`src/rtl/riscv_fetch_unit.sv`:
```
// -----------------------------------------------------------------------------
// riscv_fetch_unit
//   Instruction-fetch stage for the pipelined RISC-V core. Issues in-order,
//   word-aligned requests to a latency-tolerant instruction memory. Returned
//   words are buffered in a DEPTH-slot prefetch queue and presented to decode
//   as {pc, instr} under a valid/ready handshake. A redirect from execute
//   flushes the queue and marks every request still in flight as stale.
//
// Ports
//   clk, reset        rising-edge clock, synchronous active-high reset
//   imem_req_*        request channel (valid/ready, word-aligned address)
//   imem_resp_*       response channel (in order, never back-pressured)
//   redirect_*        single-cycle taken branch/jump and its target
//   if_*              decode channel: head-of-queue pc/instr, valid/ready
// -----------------------------------------------------------------------------
module riscv_fetch_unit #(
    parameter int unsigned     XLEN     = 64,
    parameter int unsigned     DEPTH    = 4,
    parameter logic [XLEN-1:0] RESET_PC = {XLEN{1'b0}}
) (
    input  logic            clk,
    input  logic            reset,
    output logic            imem_req_valid,
    input  logic            imem_req_ready,
    output logic [XLEN-1:0] imem_req_addr,
    input  logic            imem_resp_valid,
    input  logic [31:0]     imem_resp_data,
    input  logic            redirect_valid,
    input  logic [XLEN-1:0] redirect_pc,
    output logic            if_valid,
    input  logic            if_ready,
    output logic [XLEN-1:0] if_pc,
    output logic [31:0]     if_instr
);

    localparam int unsigned     CW       = $clog2(DEPTH + 1);
    localparam int unsigned     PW       = $clog2(DEPTH);
    localparam logic [CW:0]     DEPTH_W  = (CW + 1)'(DEPTH);
    localparam logic [PW-1:0]   LAST_IDX = PW'(DEPTH - 1);
    localparam logic [XLEN-1:0] PC_STEP  = XLEN'(3'd4);

    // Circular pointer advance; DEPTH need not be a power of two.
    function automatic logic [PW-1:0] ptr_inc(input logic [PW-1:0] p);
        logic [PW-1:0] r;
        if (p == LAST_IDX) begin
            r = {PW{1'b0}};
        end else begin
            r = p + PW'(1'b1);
        end
        return r;
    endfunction

    logic [XLEN-1:0] fetch_pc_q, fetch_pc_d;
    logic [XLEN-1:0] resp_pc_q,  resp_pc_d;
    logic [CW-1:0]   cnt_q,  cnt_d;
    logic [CW-1:0]   out_q,  out_d;
    logic [CW-1:0]   drop_q, drop_d;
    logic [PW-1:0]   head_q, head_d;
    logic [PW-1:0]   tail_q, tail_d;
    logic [XLEN-1:0] pc_buf_q    [DEPTH];
    logic [31:0]     instr_buf_q [DEPTH];

    logic            req_fire_s;
    logic            drop_hit_s;
    logic            push_s;
    logic            pop_s;
    logic [CW:0]     occ_s;
    logic [XLEN-1:0] redir_target_s;
    logic            unused_redir_lsb_s;

    // Queued entries plus in-flight requests form the credit pool; a request
    // is only issued while a slot is guaranteed for its response.
    assign occ_s          = {1'b0, cnt_q} + {1'b0, out_q};
    assign redir_target_s = {redirect_pc[XLEN-1:2], 2'b00};
    assign unused_redir_lsb_s = ^redirect_pc[1:0];

    assign imem_req_valid = !reset && !redirect_valid && (occ_s < DEPTH_W);
    assign imem_req_addr  = fetch_pc_q;
    assign if_valid       = !reset && (cnt_q != {CW{1'b0}});
    assign if_pc          = pc_buf_q[head_q];
    assign if_instr       = instr_buf_q[head_q];

    assign req_fire_s = imem_req_valid && imem_req_ready;
    assign drop_hit_s = imem_resp_valid && (drop_q != {CW{1'b0}});
    assign push_s     = imem_resp_valid && !drop_hit_s && !redirect_valid;
    assign pop_s      = if_valid && if_ready && !redirect_valid;

    // Next-state: redirect overrides request, push and pop in the same cycle.
    always_comb begin
        fetch_pc_d = fetch_pc_q;
        resp_pc_d  = resp_pc_q;
        cnt_d      = cnt_q;
        out_d      = out_q;
        drop_d     = drop_q;
        head_d     = head_q;
        tail_d     = tail_q;
        if (redirect_valid) begin
            fetch_pc_d = redir_target_s;
            resp_pc_d  = redir_target_s;
            cnt_d      = {CW{1'b0}};
            head_d     = {PW{1'b0}};
            tail_d     = {PW{1'b0}};
            // Everything still outstanding after this cycle's response is stale.
            out_d      = out_q - CW'(imem_resp_valid);
            drop_d     = out_q - CW'(imem_resp_valid);
        end else begin
            if (req_fire_s) begin
                fetch_pc_d = fetch_pc_q + PC_STEP;
            end else begin
                fetch_pc_d = fetch_pc_q;
            end
            out_d = out_q + CW'(req_fire_s) - CW'(imem_resp_valid);
            if (drop_hit_s) begin
                drop_d = drop_q - CW'(1'b1);
            end else begin
                drop_d = drop_q;
            end
            if (push_s) begin
                resp_pc_d = resp_pc_q + PC_STEP;
                tail_d    = ptr_inc(tail_q);
            end else begin
                resp_pc_d = resp_pc_q;
                tail_d    = tail_q;
            end
            if (pop_s) begin
                head_d = ptr_inc(head_q);
            end else begin
                head_d = head_q;
            end
            cnt_d = cnt_q + CW'(push_s) - CW'(pop_s);
        end
    end

    // State and queue storage registers.
    always_ff @(posedge clk) begin
        if (reset) begin
            fetch_pc_q <= RESET_PC;
            resp_pc_q  <= RESET_PC;
            cnt_q      <= {CW{1'b0}};
            out_q      <= {CW{1'b0}};
            drop_q     <= {CW{1'b0}};
            head_q     <= {PW{1'b0}};
            tail_q     <= {PW{1'b0}};
            for (int i = 0; i < DEPTH; i++) begin
                pc_buf_q[i]    <= {XLEN{1'b0}};
                instr_buf_q[i] <= 32'h0000_0000;
            end
        end else begin
            fetch_pc_q <= fetch_pc_d;
            resp_pc_q  <= resp_pc_d;
            cnt_q      <= cnt_d;
            out_q      <= out_d;
            drop_q     <= drop_d;
            head_q     <= head_d;
            tail_q     <= tail_d;
            if (push_s) begin
                pc_buf_q[tail_q]    <= resp_pc_q;
                instr_buf_q[tail_q] <= imem_resp_data;
            end else begin
                pc_buf_q[tail_q]    <= pc_buf_q[tail_q];
                instr_buf_q[tail_q] <= instr_buf_q[tail_q];
            end
        end
    end

endmodule

```
`config.mk`:
```
export PLATFORM = sky130hd
export DESIGN_NAME = riscv_fetch_unit
export DESIGN_NICKNAME = d
export VERILOG_FILES = /design/src/rtl/riscv_fetch_unit.sv
export SDC_FILE = /design/constraint.sdc
export NUM_CORES = 1
export LEC_CHECK = 0
export ABC_AREA = 1
export CAP_MARGIN = 30
export CORE_ASPECT_RATIO = 0.7
export CORE_MARGIN = 2
export CORE_UTILIZATION = 55
export CTS_BUF_LIST = sky130_fd_sc_hd__clkbuf_8
export DETAILED_ROUTE_END_ITERATION = 6
export PLACE_DENSITY = 0.81
export SKIP_LAST_GASP = 1
export SYNTH_ARGS = -nofsm -noshare
export SYNTH_HDL_FRONTEND = slang
export SYNTH_SLANG_ARGS = --single-unit
```
`constraint.sdc`:
```
create_clock -name clk -period 24.9 [get_ports clk]
set_input_delay 4.98 -clock clk [delete_from_list [all_inputs] [get_ports clk]]
set_output_delay 4.98 -clock clk [all_outputs]
set_load 0.005 [all_outputs]
```
==> reports/summary.txt <==
STATUS
--------------------------------------------------------------------------------------------------------
Run status ................................................................................ finished with violations
Violated checks ...........................................................................          DRC

ROUTING
--------------------------------------------------------------------------------------------------------
Detailed-route via count ..................................................................        23775
Vias/cell .................................................................................        5.924
First-iteration detailed-routing DRC count ................................................         3071
Wirelength per Cell .......................................................................     21.21 um
First-pass iteration count of the detailed router .........................................            7
Count of nets left with antenna violations after detail routing ...........................            0
Total wirelength of the detailed-routed design ............................................     85130 um
Final routed DRC violation total ..........................................................            1

YOSYS
--------------------------------------------------------------------------------------------------------
Synth Area per Inst .......................................................................   8.232 um^2
Synthesized netlist cell count ............................................................         3152
Fraction of the yosys area taken by sequential cells ......................................       54.24%
Post-synthesis cell type count ............................................................           46
Commonest register cell after synthesis ................................................... sky130_fd_sc_hd__edfxtp_1
Area leader, netlist ...................................................................... sky130_fd_sc_hd__edfxtp_1
Number of enable-type register cells in the synthesized netlist ...........................          376
Fraction of registers with async set or reset after synthesis .............................           0%
Synthesized cell area .....................................................................   25950 um^2
Share of Yosys cell area claimed by the top area cell type ................................       43.52%
Ranking of synthesized cells by area ...................................................... sky130_fd_sc_hd__edfxtp_1 44%, sky130_fd_sc_hd__dfxtp_1 11%, sky130_fd_sc_hd__nor2_1 11%
FF+latch count, synth .....................................................................          515
Warning count from the yosys run ..........................................................            0

CLOCKING
--------------------------------------------------------------------------------------------------------
Root cell of the clock tree ............................................................... sky130_fd_sc_hd__clkbuf_8
Post-CTS Resized ..........................................................................            0
Worst-Skew Late Latency ...................................................................      0.66 ns
Post-CTS clock slew at the launch and capture registers of the worst setup and hold paths .      0.07 ns
Post-CTS setup-driven buffer insertion count ..............................................            0
Number of hold-repair buffers added at the cts stage ......................................            0
Buffer depth of the longest clock path ....................................................            3
H-tree Lvls ...............................................................................            3
CTS tree ..................................................................................          yes
TritonCTS buffer count ....................................................................           78
Num Clock Sinks ...........................................................................          515

CRITICAL PATH
--------------------------------------------------------------------------------------------------------
Maximum single-stage delay on the critical path ...........................................      0.61 ns
Category of cells accounting for the largest share of critical-path delay ................. simple AND/OR/NAND/NOR gates
Arrival time at the worst endpoint ........................................................      6.60 ns
Type of element launching the critical path ...............................................    input pin
Cells on worst reg2reg path ...............................................................           11
Worst-path fanout max .....................................................................           23
Cell with the largest stage delay on the worst path ....................................... sky130_fd_sc_hd__nor2_4
End of the worst register-to-register path ................................................ instr_buf_q[0][25]$_SDFFCE_PN0P_
Crit path kind ............................................................................       in2out
Critical Path RT ..........................................................................     19.92 ns
Crit path capture type ....................................................................  output port
Buffers and inverters on the worst path ...................................................            2
Start of the worst register-to-register path .............................................. drop_q[0]$_SDFFE_PP0P_
Sequence of cells on the critical path .................................................... buf_4 > nor2_4 > nand2_1 > nor2_1 > clkdlybuf4s50_1
Minimum setup slack among reg-to-reg paths ................................................     20.63 ns

TIMING
--------------------------------------------------------------------------------------------------------
Share of the clock period used by the worst path after layout .............................       46.52%
Layout Skew ...............................................................................   0.02711 ns
Unrepaired setup endpoints after global routing ...........................................        false
Number of setup violations in the final report ............................................            0
Final Slew Violations .....................................................................            0
Hold Vio Cnt, Final .......................................................................            0
Worst Max-Slew Pin Slew ...................................................................     1.045 ns
Final critical delay including setup and external delays ..................................     11.58 ns
Slew Limit Headroom .......................................................................       30.35%
Max Freq ..................................................................................    86.34 MHz
Setup TNS .................................................................................         0 ns

PWR
--------------------------------------------------------------------------------------------------------
Cell internal pwr .........................................................................     1.356 mW
Standby leakage power .....................................................................     11.02 nW
Clock network power share .................................................................        35.5%
Combinational cell fraction of total power ................................................        10.7%
Net switching component of the power ......................................................    0.4879 mW
Power Density ............................................................................. 61.18 nW/um^2
Part of the power in registers ............................................................        53.8%
Worst IR Drop VDD .........................................................................   0.03653 mV
Sw frac ...................................................................................       26.47%

PLACE
--------------------------------------------------------------------------------------------------------
Gpl congestion ............................................................................        1.097
Number of I/O port buffers ................................................................          257
Final HPWL DP .............................................................................     56290 um
Post-Place Cells ..........................................................................         3878

FLOORPLAN
--------------------------------------------------------------------------------------------------------
Die width .................................................................................     263.6 um
Initial Util ..............................................................................       55.81%
I/O pin count .............................................................................          264
Total number of placement rows ............................................................           66
Die boundary height .......................................................................     185.7 um
Core Region ...............................................................................   46490 um^2
Die area ..................................................................................   48960 um^2

GLOBAL ROUTE
--------------------------------------------------------------------------------------------------------
Number of antenna violations at the first check in global routing .........................            0
Global-route wire length before repair ....................................................    127000 um
Number of global-route vias before repair .................................................        21719
GR Overflow Total .........................................................................            0
Gr usage total ............................................................................       33.95%
Maximum number of pins on one net before global-route repair ..............................          107

FINAL LAYOUT
--------------------------------------------------------------------------------------------------------
Area Overhead vs Synth ....................................................................       16.13%
Share of post-route cells with drive strength above 1 .....................................       5.087%
Post-route insts no fill ..................................................................         4013
Total number of nets in the final design ..................................................         3466
Count of antenna diodes in the layout .....................................................            0

WORST HOLD PATH
--------------------------------------------------------------------------------------------------------
Endpoint, Worst Hold ...................................................................... resp_pc_q[26]$_SDFFE_PP0P_
Path class of the lowest-slack min-delay path .............................................      reg2reg
Hold path start ........................................................................... resp_pc_q[26]$_SDFFE_PP0P_
Hold depth ................................................................................            2

RUN
--------------------------------------------------------------------------------------------------------
MaxCap Viol Count .........................................................................            0

-- synthesized netlist by cell type (12+ instances only) --
cell type,instances
sky130_fd_sc_hd__dfxtp_1,139
sky130_fd_sc_hd__buf_6,16
sky130_fd_sc_hd__edfxtp_1,376
sky130_fd_sc_hd__a21oi_1,113
sky130_fd_sc_hd__nor3_1,107
sky130_fd_sc_hd__buf_1,12
sky130_fd_sc_hd__a31oi_1,26
sky130_fd_sc_hd__nand3_1,149
sky130_fd_sc_hd__nand2_1,530
sky130_fd_sc_hd__ha_1,14
sky130_fd_sc_hd__clkbuf_1,84
sky130_fd_sc_hd__nor2_1,728
sky130_fd_sc_hd__inv_1,263
sky130_fd_sc_hd__nand4_1,47
sky130_fd_sc_hd__buf_2,50
sky130_fd_sc_hd__o21ai_0,292
sky130_fd_sc_hd__o22ai_1,97
-- power groups by stage --
stage                     combinational (mW)  sequential [mW]  clock, mW
after global placement                 0.189             1.01          0
final                                  0.197            0.991      0.655
after floorplan                        0.101             1.00          0
after detailed placement               0.194             1.01          0
after CTS                              0.195            0.990      0.660
after global routing                   0.212            0.995      0.693
-- flip-flops by register name (all words and copies together), names as in the netlist, 3 cells and up, named ones only --
register	count
cnt_q	3
drop_q	3
imem_req_addr	62
instr_buf_q	128
out_q	3
pc_buf_q	248
resp_pc_q	62
-- routing by layer --
metal | GRT usage (%) | vias up | routed length (um)
li1 | - | 10983 | -
met1 | 48.39 | 11314 | 35730
met2 | 52.15 | 1322 | 37870
met3 | 7.422 | 154 | 9253
met4 | 9.920 | 2 | 2176
met5 | 1.702 | - | 105
-- logic make-up after synthesis --
kind of cell / Yosys count / synth area share (%)
and+or+nand+nor: 1602 / 25.51
xor gates and xnor gates: 17 / 0.5738
other: 1 / 0.01445
AOI/OAI and AO/OA: 559 / 11.62
adders and majority gates: 16 / 0.8294
buffers and inverters: 442 / 7.204
DFF: 515 / 54.24
-- how the worst max path moves through the flow --
stage               cells past startpoint                              end            from  slack (ns)
finish                                  5                   imem_req_valid  redirect_valid       13.32
global route                            5                   imem_req_valid  redirect_valid       13.24
CTS                                     5                   imem_req_valid  redirect_valid       13.32
detailed placement                      5                   imem_req_valid  redirect_valid       13.33
global placement                        5                   imem_req_valid  redirect_valid       13.33
floorplan                               8  instr_buf_q[2][0]$_SDFFCE_PN0P_           reset       11.85
-- cell usage in the layout, fill, tap and decap left out, types with 7 or more instances in the layout --
cell / count
sky130_fd_sc_hd__nor2_4: 8
sky130_fd_sc_hd__inv_1: 282
sky130_fd_sc_hd__a31oi_1: 26
sky130_fd_sc_hd__nand2_1: 527
sky130_fd_sc_hd__buf_4: 23
sky130_fd_sc_hd__o21ai_1: 7
sky130_fd_sc_hd__a21oi_1: 113
sky130_fd_sc_hd__clkinv_2: 9
sky130_fd_sc_hd__edfxtp_1: 376
sky130_fd_sc_hd__xor2_1: 11
sky130_fd_sc_hd__nand4_1: 47
sky130_fd_sc_hd__ha_1: 14
sky130_fd_sc_hd__clkdlybuf4s50_1: 255
sky130_fd_sc_hd__o21ai_0: 291
sky130_fd_sc_hd__nor2_2: 11
sky130_fd_sc_hd__nor3_1: 107
sky130_fd_sc_hd__dfxtp_1: 137
sky130_fd_sc_hd__clkbuf_8: 84
sky130_fd_sc_hd__clkinv_1: 18
sky130_fd_sc_hd__nand3_1: 149
sky130_fd_sc_hd__o22ai_1: 97
sky130_fd_sc_hd__nor2_1: 728
sky130_fd_sc_hd__o21bai_1: 7
-- worst min-delay path, cell delays in order (launching register included) --
cell                      delay (ns)
sky130_fd_sc_hd__dfxtp_1        0.34
sky130_fd_sc_hd__nand3_1        0.09
sky130_fd_sc_hd__a21oi_1        0.06
-- final cells by class --
type / instances / area (um^2)
Clock buffer: 84 / 1156
Clock inverter: 49 / 237.7
Fill cell: 3871 / 16360
Inverter: 273 / 1036
Multi-Input combinational cell: 2198 / 10070
Sequential cell: 515 / 14080
Tap cell: 612 / 765.7
Timing Repair Buffer: 282 / 2785
-- stage by stage --
stage | setup WS, ns | hold WS, ns | power, mW | area [um^2] | util (%)
final | 13.32 | 0.5325 | 1.844 | 30130 | 64.81
after global routing | 13.24 | 0.5573 | 1.900 | 30130 | 64.81
after CTS | 13.32 | 0.5278 | 1.846 | 30100 | 64.73
after detailed placement | 13.33 | 0.5167 | 1.202 | 28700 | 61.74
after global placement | 13.33 | 0.4977 | 1.195 | 28680 | 61.69
after floorplan | 11.85 | 0.4827 | 1.104 | 25960 | -
Note: power is estimated with default switching activity, not from simulation.
